--- src/rtl/proj_tile_ctrl.sv ---
// Projection tile controller: walks the M x N output tiles of one projection
// (Q, K, V or O), fetching K reduction tile pairs into the MAC for each output
// tile and writing the result tile back before moving on.
module proj_tile_ctrl #(
   parameter int unsigned M_TILES = 2,
   parameter int unsigned N_TILES = 2,
   parameter int unsigned K_TILES = 4,
   parameter int unsigned ADDR_W  = 16
) (
   input  logic              clk,
   input  logic              reset,
   input  logic              proj_start,
   output logic              proj_done,
   output logic              busy,
   output logic [1:0]        proj_sel,
   output logic              rd_req,
   input  logic              rd_ready,
   output logic [ADDR_W-1:0] rd_addr_w,
   output logic [ADDR_W-1:0] rd_addr_x,
   output logic              mac_clear,
   output logic              mac_en,
   output logic              wr_req,
   input  logic              wr_ready,
   output logic [ADDR_W-1:0] wr_addr
);

   // Counter widths; a single-tile dimension still needs a 1-bit counter.
   localparam int unsigned MW = (M_TILES > 1) ? $clog2(M_TILES) : 1;
   localparam int unsigned NW = (N_TILES > 1) ? $clog2(N_TILES) : 1;
   localparam int unsigned KW = (K_TILES > 1) ? $clog2(K_TILES) : 1;

   typedef enum logic [2:0] {
      StIdle,
      StClr,
      StFetch,
      StMac,
      StWrite,
      StNext,
      StDone
   } state_e;

   state_e        state_q;
   state_e        state_d;

   logic [MW-1:0] m_q;
   logic [NW-1:0] n_q;
   logic [KW-1:0] k_q;
   logic [1:0]    sel_q;

   logic          m_last;
   logic          n_last;
   logic          k_last;

   assign m_last = (m_q == MW'(M_TILES - 1));
   assign n_last = (n_q == NW'(N_TILES - 1));
   assign k_last = (k_q == KW'(K_TILES - 1));

   // State register.
   always_ff @(posedge clk or posedge reset) begin
      if (reset) begin
         state_q <= StIdle;
      end else begin
         state_q <= state_d;
      end
   end

   // Next-state logic; ready inputs only matter in the state that raises the request.
   always_comb begin
      state_d = state_q;
      case (state_q)
         StIdle:  if (proj_start) state_d = StClr;
         StClr:   state_d = StFetch;
         StFetch: if (rd_ready) state_d = StMac;
         StMac:   state_d = k_last ? StWrite : StFetch;
         StWrite: if (wr_ready) state_d = StNext;
         StNext:  state_d = (m_last && n_last) ? StDone : StClr;
         StDone:  state_d = StIdle;
         default: state_d = StIdle;
      endcase
   end

   // Tile counters and projection selector.
   always_ff @(posedge clk or posedge reset) begin
      if (reset) begin
         m_q   <= '0;
         n_q   <= '0;
         k_q   <= '0;
         sel_q <= '0;
      end else begin
         case (state_q)
            StIdle: begin
               if (proj_start) begin
                  m_q <= '0;
                  n_q <= '0;
                  k_q <= '0;
               end
            end
            StClr: k_q <= '0;
            StMac: begin
               if (!k_last) k_q <= k_q + 1'b1;
            end
            StNext: begin
               // n is the inner loop; m advances when n wraps.
               if (n_last) begin
                  n_q <= '0;
                  m_q <= m_last ? '0 : m_q + 1'b1;
               end else begin
                  n_q <= n_q + 1'b1;
               end
            end
            StDone: sel_q <= sel_q + 1'b1;
            default: ;
         endcase
      end
   end

   // Moore outputs: the four datapath strobes are one per state, so they never overlap.
   always_comb begin
      proj_done = 1'b0;
      busy      = 1'b0;
      rd_req    = 1'b0;
      mac_clear = 1'b0;
      mac_en    = 1'b0;
      wr_req    = 1'b0;
      case (state_q)
         StClr: begin
            busy      = 1'b1;
            mac_clear = 1'b1;
         end
         StFetch: begin
            busy   = 1'b1;
            rd_req = 1'b1;
         end
         StMac: begin
            busy   = 1'b1;
            mac_en = 1'b1;
         end
         StWrite: begin
            busy   = 1'b1;
            wr_req = 1'b1;
         end
         StNext:  busy = 1'b1;
         StDone:  proj_done = 1'b1;
         default: ;
      endcase
   end

   assign proj_sel = sel_q;

   // Tile addresses, computed modulo 2^ADDR_W and forced to 0 while the request is idle.
   always_comb begin
      rd_addr_w = '0;
      rd_addr_x = '0;
      wr_addr   = '0;
      if (rd_req) begin
         rd_addr_w = ADDR_W'(sel_q) * ADDR_W'(N_TILES * K_TILES)
                   + ADDR_W'(n_q) * ADDR_W'(K_TILES)
                   + ADDR_W'(k_q);
         rd_addr_x = ADDR_W'(m_q) * ADDR_W'(K_TILES) + ADDR_W'(k_q);
      end
      if (wr_req) begin
         wr_addr = ADDR_W'(sel_q) * ADDR_W'(M_TILES * N_TILES)
                 + ADDR_W'(m_q) * ADDR_W'(N_TILES)
                 + ADDR_W'(n_q);
      end
   end

endmodule

--- config.mk ---
export PLATFORM = sky130hd
export DESIGN_NAME = proj_tile_ctrl
export DESIGN_NICKNAME = d
export VERILOG_FILES = /design/src/rtl/proj_tile_ctrl.sv
export SDC_FILE = /design/constraint.sdc
export NUM_CORES = 1
export LEC_CHECK = 0
export CORE_MARGIN = 10
export CORE_UTILIZATION = 31
export DETAILED_ROUTE_END_ITERATION = 7
export PLACE_DENSITY_LB_ADDON = 0.1
export SLEW_MARGIN = 20
export SYNTH_ARGS = -nofsm -noshare
export SYNTH_HDL_FRONTEND = slang
export SYNTH_SLANG_ARGS = --single-unit
--- constraint.sdc ---
create_clock -name clk -period 1.3 [get_ports clk]
set_input_delay 0.195 -clock clk [delete_from_list [all_inputs] [get_ports clk]]
set_output_delay 0.195 -clock clk [all_outputs]
set_load 0.01 [all_outputs]
# Word-level counts from Yosys, hierarchy flattened
# Index checks and enable logic that the tools add are counted.
[totals]
regBits = 9
in_bits = 5
out_inout_bits = 56
elab_cells = 59
[op_classes]
add_sub_neg = 9
n_eq_ne = 12
muxes = 24
reduce_logical = 9
[ops]
columns = ["cell", "n"]
rows = [
  ["$mux 16", 2],
  ["$pmux 3 s6", 1],
  ["$mux 3", 5],
  ["$mux 1", 10],
  ["$ne 2x2->1 const B", 5],
  ["$eq 3x3->1 const B", 3],
  ["$reduce_and 3->1", 3],
  ["$add 6x2->7", 1],
  ["$add 5x1->6", 1],
  ["$add 5x3->6", 1],
  ["$eq 3x2->1 const B", 2],
  ["$mux 6", 1],
  ["$pmux 2 s3", 1],
  ["$add 4x2->5", 1],
  ["$reduce_or 5->1", 1],
  ["$add 2x1->2 const B", 2],
  ["$add 3x2->4", 1],
  ["$mux 2", 2],
  ["$pmux 1 s2", 2],
  ["$eq 3x1->1 const B", 1],
  ["$logic_not 3->1", 1],
  ["$reduce_bool 3->1", 1],
  ["$add 1x1->1 const B", 2],
  ["$eq 2x2->1 const B", 1],
  ["3 further kinds", 3],
]

# Depth between registers and ports, before layout
# Gate-level depths: netlist of the first run.
[logic_depth]
word_depth = 4
depth_mapped = 5
depth_no_buf = 4

# Least setup slack after synthesis of the first run
# Ideal clock, no wire load.
[synth_timing]
path_type = "register to output"
startpoint = "reg state_q[1]"
endpoint = "out rd_addr_x[0]"
t_arrival_ns = 1.249
required_ns = 1.105
path_slack_ns = -0.144
path_stages_with_launch = 6
path_buffers = 2
path_cell_list = "dfrtp_1 -> buf_4 -> nor2b_2 -> and2b_1 -> and2_1 -> buf_4"
[synth_between]
elab_chain_len = 3
[synth_rtl]
columns = ["element", "line_no", "rtl"]
rows = [
  ["start, declared", "42", "state_e state_q;"],
  ["start signal, assigned", "61", "state_q <= StIdle;"],
  ["start signal, assigned", "63", "state_q <= state_d;"],
  ["$eq 3x2->1", "125", "case (state_q)"],
  ["$mux 1", "125", ""],
  ["named net rd_req", "16", "output logic rd_req,"],
  ["$mux 16", "155", "if (rd_req) begin"],
  ["end, declared", "19", "output logic [ADDR_W-1:0] rd_addr_x,"],
]
# The timed path passes the listed nets, and every way through them passes these cells.

# Worst setup path after layout of the first run
[layout_timing]
startpoint = "reg state_q[1]"
endpoint = "out rd_addr_w[4]"
[layout_between]
elab_chain_len = 3
[layout_rtl]
columns = ["element", "line_no", "rtl"]
rows = [
  ["$eq 3x2->1", "125", ""],
  ["$mux 1", "125", ""],
  ["$mux 16", "155", ""],
  ["end, declared", "18", "output logic [ADDR_W-1:0] rd_addr_w,"],
]
# No other way between the ends.

==> metrics, run 1 <==
status=finished with violations; failing checks=negative setup slack; slowest CP cell=dfrtp_1; Final period util=1.226; Die ar.=between 5000 and 6000 um^2; share of cells above drive strength 1=0.4898; max-cap viol count=0; RSZ-0062 raised after global routing=yes; nets@finish=154; Cell Count, Final, Fillers Out=~180; Max VDD drop=roughly 1000 uV; register area share after synthesis=0.2590; Reg clk slew, reported paths=approximately 70 ps; largest net degree at the start of global routing=10; final setup fails=25; vias in the first global route=744; top-level port count=61; routability cong.=about 0.75; Initial Util=0.3209; endpoints failing hold=0; most frequent cells in the layout=conb_1, buf_4, buf_6; Startpoint Class=flop; detailed-route via count=slightly above 700; CTS tree=built; slack of the critical path=-293.4 ps; synthesized instance count=102; CP Capture Type=output port; Worst Setup EP=rd_addr_w[4]; Clock Sink Count=9; drt via density=~4.0; Worst Setup SP=state_q[1]$_DFFE_PP0P_; Reg2Reg Depth=5; pwr dens=approximately 1900 nW/um^2; Slew Viols, Final=0; Synth Cell Area=869.6 um^2; fin util=0.4640; ant diodes=0; number of port buffers=24; clk buf depth=2; r2r setup slk=-160 ps; Worst Hold Class=in -> async; antenna violations before repair=0; TritonCTS Buffers=3; CP required=roughly 1100 ps; Final ANT Viol Nets=0; clock skew=roughly 10 ps; most common cell after layout, fill and taps aside=conb_1; GR Overflow Total=0; DR DRC count=0; fmax=roughly 0.63 GHz; Total GRT Usage=0.08662; Synth cell types=29; Yosys reg bits=9; Placed Cells=166; Root Driver=clkbuf_4; leakage power=~0.00069 uW; Die Y=between 70 and 80 um; Critical R2R Launch=state_q[2]$_DFFE_PP0P_; clk_lat worst skew=roughly 260 ps; pre-CTS WS=-404.8 ps; Die X=between 70 and 80 um; Rows=19; minimum clock period after layout=1593 ps; R2R Path End=k_q[1]$_DFFE_PP0P_; wire length per cell=around 13 um; DRT Pass-1 Iters=4; CTS Hold Bufs=0; crit path cell chain=nor2b_4 > and2b_2 > buf_6 > and2_4 > buf_6; first-pass GRT wire length=approximately 3700 um; YS warnings=0; Crit path arrival time=1400 ps; Crit Path Class=reg -> out; Critical Path Most Common Cell=buf_6; worst-path maximum fanout=4; # H-tree levels=1; Detailed Place HPWL=between 1500 and 2000 um; Syn-to-layout area delta=44.60%; Post-Route WL=between 2000 and 2500 um; Final Total Pwr=2385 uW; Initial DRC Count=10; syn_area_per_cell=8.525 um^2; Placeable Area=approximately 2700 um^2; critical path's largest stage delay=~400 ps
state kept, by name, indices dropped and copies added, names as in the netlist:
name      cells
m_last        1
n_last        1
proj_sel      2
k_q           2
state_q       3
synthesized netlist by cell type:
library cell | count | share of area
or3b_1 | 1 | 0.010
o21bai_1 | 1 | 0.0086
nand2b_1 | 2 | 0.014
nor3_1 | 1 | 0.0057
a22o_1 | 1 | 0.010
xor2_1 | 1 | 0.010
xnor2_1 | 1 | 0.010
nand4_1 | 1 | 0.0072
mux2_2 | 1 | 0.013
nand2_1 | 3 | 0.013
and2_1 | 11 | 0.079
nor2b_2 | 1 | 0.010
inv_1 | 1 | 0.0043
dfrtp_1 | 9 | 0.26
conb_1 | 1 | 0.0043
and2b_1 | 3 | 0.026
a31oi_1 | 1 | 0.0072
nor2_1 | 2 | 0.0086
ha_1 | 1 | 0.014
and3_1 | 1 | 0.0072
and3b_1 | 1 | 0.010
nand3_1 | 2 | 0.012
mux2i_1 | 3 | 0.035
a21oi_1 | 7 | 0.040
buf_4 | 40 | 0.35
o21ai_0 | 1 | 0.0057
a2bb2oi_1 | 1 | 0.010
nor3b_1 | 1 | 0.0086
buf_2 | 2 | 0.012
cells by family after synthesis:
logic type      count (synthesis)  synth area share
compound gates                 12           0.08202
simple gates                   30            0.2115
xor+xnor                        2           0.02015
other cells                     1          0.004312
mux                             4           0.04748
fa+ha+maj                       1           0.01439
buf+inv                        43            0.3611
flops                           9            0.2590
worst max-delay path: cells and delay by family, from the launching register on:
family / cells / cell delay [ps]
DFF: 1 / 400
and+or+nand+nor: 3 / 500
buffers and inverters: 2 / 240
worst min-delay path by stage:
stage | cells past startpoint | start | endpoint | slack (ps)
3_5_place_dp | 2 | reset | proj_sel[1]$_DFFE_PP0P_ | 510
6_report | 2 | reset | state_q[1]$_DFFE_PP0P_ | 200
5_1_grt | 2 | reset | state_q[1]$_DFFE_PP0P_ | 230
4_1_cts | 2 | reset | state_q[1]$_DFFE_PP0P_ | 220
3_3_place_gp | 1 | proj_sel[1]$_DFFE_PP0P_ | proj_sel[1]$_DFFE_PP0P_ | 500
2_1_floorplan | 1 | reset | k_q[0]$_DFFE_PP0P_ | 20
cell type report:
cell class              instances  area [um^2]
clock buffers                   4        26.28
fillers                       285         1453
well taps                      31        38.79
flip-flops and latches          9        227.7
repair buffers                 48        405.4
multi-input cells              85        555.5
inverters                       1        3.754
per-layer routing:
layer | wire length (um) | GRT usage
met1 | 847 | 0.08600
met2 | 1332 | 0.1618
met3 | 185 | 0.03265
met4 | 27 | 0.02532
met5 | 0 | 0
what timing repair did:
item / CTS / global route
endpoints found under the setup margin: 24 / 25
pin swaps: 8 / 5
gates resized for setup: 88 / 23
buffers inserted: 5 / 4
endpoints found under the hold margin: 0 / 0
where the power goes:
group	total (uW)	internal (uW)	switching (uW)
registers	465	371	93.8
clock network	223	118	104
logic	1700	1000	698
total	2390	1490	896
metrics by stage:
step / setup TNS [ps] / hold slack, ps / cell area, um^2
2_1_floorplan: -47.02 / 22.92 / 1037
3_3_place_gp: -6157 / 504.9 / 1115
3_5_place_dp: -6374 / 508.6 / 1115
4_1_cts: -4362 / 221.7 / 1151
5_1_grt: -6317 / 230.5 / 1257
6_report: -4695 / 202.8 / 1257
Note: power is estimated with default switching activity, not from simulation.
==> run 2, diff against run 1 <==
CTS_CLUSTER_DIAMETER = 80   (was default)
==> results of run 2 <==
The final DEF is identical to that of run 1; final timing and power are the same.
==> run 3, diff against run 2 <==
CORE_UTILIZATION = 35   (was 31)
clock period = 1.5 ns   (was 1.3 ns; I/O delays follow)
==> metrics, run 3 (same netlist as run 1, synthesis figures left out) <==
largest net degree at the start of global routing=10 (unchanged); routability cong.=0.8275 (+11%); status=finished with violations; Die ar.=4878 um^2 (-8.4%); clk buf depth=2 (unchanged); pwr dens=1546 nW/um^2 (-19%); Placeable Area=2432 um^2 (-10%); critical path's largest stage delay=440 ps (+40 ps); fmax=roughly 0.63 GHz; Reg clk slew, reported paths=70 ps (about the same); Final ANT Viol Nets=0 (unchanged); antenna violations before repair=0 (unchanged); Initial DRC Count=9 (-1); slack of the critical path=-92.39 ps (+201.0 ps); drt via density=4.047 (+0.62%); DRT Pass-1 Iters=3 (-1); Max VDD drop=758.9 uV (-27%); Final Total Pwr=1737 uW (-27%); most frequent cells in the layout=conb_1, buf_4, buf_6; Slew Viols, Final=0 (unchanged); r2r setup slk=-30 ps (+130 ps); detailed-route via count=684 (-4.5%); failing checks=negative setup slack; wire length per cell=13.38 um (-0.44%); CTS tree=built; clk_lat worst skew=260 ps (about the same); ant diodes=0 (unchanged); Initial Util=0.3575 (+0.03664); Cell Count, Final, Fillers Out=169 (-5.1%); endpoints failing hold=0 (unchanged); Syn-to-layout area delta=29.21%; Clock Sink Count=9 (unchanged); max FFs per register=3 (unchanged); Root Driver=clkbuf_4; DR DRC count=0 (unchanged); crit path cell chain=and2b_1 > and2b_2 > and2_1 > buf_2; worst-path maximum fanout=5 (+1); clock skew=0.4346 ps (-9.617 ps); Total GRT Usage=0.08905 (+0.002428); TritonCTS Buffers=3 (unchanged); # H-tree levels=1 (unchanged); Largest Register=state_q; share of cells above drive strength 1=0.3741 (-0.1157); Die Y=69.85 um (-4.3%); nets@finish=146 (-5.2%); Detailed Place HPWL=1855 um (-4.8%); Fin Hold WS=243.2 ps (+40.39 ps); Startpoint Class=flop; slowest CP cell=dfrtp_2; Worst Hold Class=in -> async; vias in the first global route=734 (-1.3%); first-pass GRT wire length=3691 um (+1.1%); Final period util=1.062; most common cell after layout, fill and taps aside=conb_1; number of port buffers=24 (unchanged); Crit Path Class=reg -> out; final setup fails=13 (-48%); Post-Route WL=2261 um (-5.5%); Crit path arrival time=1370 ps (-30 ps); leakage power=0.0006208 uW (-9.5%); CP Capture Type=output port; max-cap viol count=0 (unchanged); RSZ-0062 raised after global routing=yes; Rows=18 (-1); minimum clock period after layout=1592 ps; top-level port count=61 (unchanged); CP required=1270 ps (+160 ps); CTS Hold Bufs=0 (unchanged); Die X=69.85 um (-4.3%); fill cell count=254 (-11%); Placed Cells=162 (-2.4%); GR Overflow Total=0 (unchanged)
[run 3: cell types whose count changed in the layout (fill, tap and decap cells not counted), moves of 2 or more]
| cell | change |
|---|---|
| a21oi_1 | +4 |
| a21oi_2 | -4 |
| buf_6 | -4 |
| dlygate4sd2_1 | -2 |
| clkdlybuf4s50_1 | +2 |
| buf_4 | -5 |
[run 3: report_power, final]
group	leakage, uW	total (uW)	switching (uW)	internal, uW
clock network	0.0000150	199	96.0	103
registers	0.000113	404	82.7	322
logic	0.000493	1130	505	628
total	0.000621	1740	684	1050
[run 3: cell type report]
type,instances,area (um^2),share of cell area
multi-input cells,85,499.2,0.4443
repair buffers,40,329.1,0.2929
flip-flops and latches,9,227.7,0.2027
well taps,30,37.54,0.03341
clock buffers,4,26.28,0.02339
inverters,1,3.754,0.003341
[run 3: what timing repair did]
action / CTS / global route
endpoints found under the setup margin: 18 / 19
pin swaps: 11 / 2
resized for setup: 84 / 16
buffers inserted: 3 / 0
[run 3: metal layers]
metal | up-vias | part of all wire | track usage
met5 | - | 0 | 0
met4 | 0 | 0.030 | 0.05263
met3 | 6 | 0.073 | 0.02432
met2 | 29 | 0.52 | 0.1551
met1 | 315 | 0.38 | 0.09253
li1 | 334 | - | -
[run 3: worst max-delay path: cells and delay by family (launching register included)]
kind / cells / cell delay [ps]
DFF: 1 / 440
buffers and inverters: 1 / 130
and+or+nand+nor: 3 / 520
[run 3: final timing paths]
path	from	end	cells after the start
worst max-delay path	state_q[2]$_DFFE_PP0P_	wr_addr[2]	4
worst min-delay path	reset	proj_sel[1]$_DFFE_PP0P_	2
worst max register to register	state_q[2]$_DFFE_PP0P_	k_q[1]$_DFFE_PP0P_	5
worst min register to register	proj_sel[0]$_DFFE_PP0P_	proj_sel[0]$_DFFE_PP0P_	1
max in group asynchronous	reset	state_q[2]$_DFFE_PP0P_	2
min in group clk	proj_sel[0]$_DFFE_PP0P_	proj_sel[0]$_DFFE_PP0P_	1
[run 3: through the flow]
step,worst slack (ps),area (um^2),TNS (ps),util
6_report,-92.39,1124,-658.3,0.4619
5_1_grt,-129.8,1124,-1531,0.4619
4_1_cts,-89.93,1065,-959.5,0.4378
3_5_place_dp,-250.6,1066,-3350,0.4383
3_3_place_gp,-220.1,1066,-3042,0.4383
2_1_floorplan,26.46,1001,0,-
==> variant: new RTL, flow settings as in run 2 <==
Reset style: synchronous (`reset`), changed in 2 clocked blocks.
--- a/src/rtl/proj_tile_ctrl.sv
+++ b/src/rtl/proj_tile_ctrl.sv
@@ -58,3 +58,3 @@
    // State register.
-   always_ff @(posedge clk or posedge reset) begin
+   always_ff @(posedge clk) begin
       if (reset) begin
@@ -82,3 +82,3 @@
    // Tile counters and projection selector.
-   always_ff @(posedge clk or posedge reset) begin
+   always_ff @(posedge clk) begin
       if (reset) begin
Function: differs if reset is asserted again (counterexample within 4 cycles, from zero or initial values and one cycle with reset high); with reset held inactive, the same outputs for 10 cycles.
==> variant against run 2 <==
Sequential cell count unchanged; setup slack gained 0.047 ns; clock skew is 0.0084 ns lower; critical path type unchanged; global-route usage down 0.11 points; final area rose by 10%; utilization increased by 3.5 points; register-to-register slack gained 0.15 ns; highest routed layer unchanged; synthesized cell count rose by 11%; routed wire length is 8.8% higher; area after synthesis increased by 5.2%; the flow still finishes with violations (setup timing); critical endpoint is now rd_addr_x[1].
Power is left out: it rests on default switching activity, and per cell area and clock period it moved more than threefold.
==> variant: results (changes against run 2) <==
Synthesis
  • Register area share after synthesis: 19.7% (-6.2 points)
  • Synth top area cells: buf_4 (34%), dfxtp_1 (20%), and2_1 (4.8%)
  • Ys flop type: dfxtp_1
  • Synth cell types: 34 (+17%)
  • Fraction of registers with async set/reset: 0% (-100 points)
  • Synth warnings: 0 (unchanged)
  • Top cells by count, synth: buf_4 (41), dfxtp_1 (9), and2_1 (7)

Global routing
  • Largest net degree at the start of global routing: 10 (unchanged)
  • Number of global-route vias before repair: 834 (+12%)
  • First-pass GRT wire length: 3810 um (+4.3%)
  • Initial antenna violation count: 0 (unchanged)
  • All-Layer GR Usage: 8.55% (-0.11 points)

Route
  • Initial DRC Count: 30 (+20)
  • TritonRoute pass-1 iters: 4 (unchanged)
  • Routed len/inst: 13.5 um (+0.32%)
  • Vias/cell: 4.39 (+9.2%)

Timing
  • Setup violators final: 20 (-20%)
  • Fin worst setup slack: -0.247 ns (+0.0466 ns)
  • Worst Skew: 0.00169 ns (-0.00836 ns)

Worst setup path
  • Highest-delay cell along the critical path: dfxtp_4
  • Crit path largest cell delay: 0.36 ns (-0.04 ns)
  • CP Data Arrival Time: 1.35 ns (-0.05 ns)
  • Critical Path Fanout Max: 3 (-1)
  • Top delay family on crit path: simple AND/OR/NAND/NOR gates

Clock network
  • Longest Clk Path Bufs: 2 (unchanged)
  • Clk_lat worst skew: 0.26 ns (about the same)
  • H-tree levels: 1 (unchanged)
  • Root Driver: clkbuf_4
  • Num CTS Buffers: 3 (unchanged)
  • Clock transition at path regs: 0.07 ns (about the same)

Status
  • Failing checks: setup timing
  • Status: finished, violations left

Layout
  • Largest Register: state_q
  • Max FFs per register: 3 (unchanged)
  • Layout cell share with drive strength beyond 1: 48.1% (-0.83 points)
  • Ant diodes: 0 (unchanged)
  • Number of nets in the layout: 169 (+9.7%)

Placement
  • RePlAce Congestion: 0.751 (+0.43%)
  • Port buffer count: 24 (unchanged)
  • Post-Place Worst Slack: -0.364 ns (+0.0406 ns)
  • DPL Wire Length: 1980 um (+1.7%)
  • Placed inst area: 1140 um^2 (+2.1%)

Worst hold path
  • Hold Crit Class: reg2reg
-- variant: metal layers --
metal,track usage (%),wire [um],up-vias
met4,3.66,35,0
met1,9.74,1080,401
met5,0,0,-
met2,13.3,1210,39
met3,4.26,278,2
li1,-,-,406
-- variant: final cells by class --
cell class / instances / area, um^2
sequential: 9 / 191
fill: 270 / 1390
multi-input combinational: 91 / 617
inverter: 4 / 15.0
timing repair buffer: 54 / 500
clock buffer: 4 / 26.3
tap: 31 / 38.8
-- variant: per-stage QoR --
step | hold slack (ns) | cells | setup TNS (ns) | util [%]
2_1_floorplan | 0.320 | 148 | 0 | -
3_3_place_gp | 0.522 | 177 | -5.52 | 40.9
3_5_place_dp | 0.526 | 177 | -5.51 | 40.9
4_1_cts | 0.541 | 191 | -2.72 | 46.2
5_1_grt | 0.570 | 193 | -3.78 | 49.9
6_report | 0.551 | 193 | -2.47 | 49.9
-- variant: final timing paths --
kind                                               from  depth (start not counted)  slack, ns             endpoint
worst max register to register  state_q[2]$_SDFFE_PP0P_                          5      -0.01  k_q[1]$_SDFFE_PP0P_
worst min-delay path                k_q[0]$_SDFFE_PP0P_                          2       0.55  k_q[0]$_SDFFE_PP0P_
worst min register to register      k_q[0]$_SDFFE_PP0P_                          2       0.55  k_q[0]$_SDFFE_PP0P_
worst max-delay path            state_q[1]$_SDFFE_PP0P_                          5      -0.25         rd_addr_x[1]
-- variant: what timing repair did --
item | in CTS | in global routing
setup endpoints to repair | 23 | 23
pin swaps | 17 | 10
resized for setup | 109 | 22
buffers inserted | 10 | 3
-- variant: cell families (layout without fill, tap and decap cells) --
logic type | count (synthesis) | count (layout) | synth area share (%)
adder cells (fa/ha/maj) | 1 | 1 | 1.37
XOR/XNOR | 3 | 3 | 2.87
AO/OA/AOI/OAI | 17 | 17 | 15.2
AND/OR/NAND/NOR | 34 | 34 | 23.0
other | 1 | 36 | 0.410
flip-flops | 9 | 9 | 19.7
buffers and inverters | 48 | 62 | 37.5
-- variant: worst min-delay path, cell delays in order, from the launching register on --
cell       delay [ns]
dfxtp_1          0.35
o2111ai_1        0.11
nand2_1          0.05
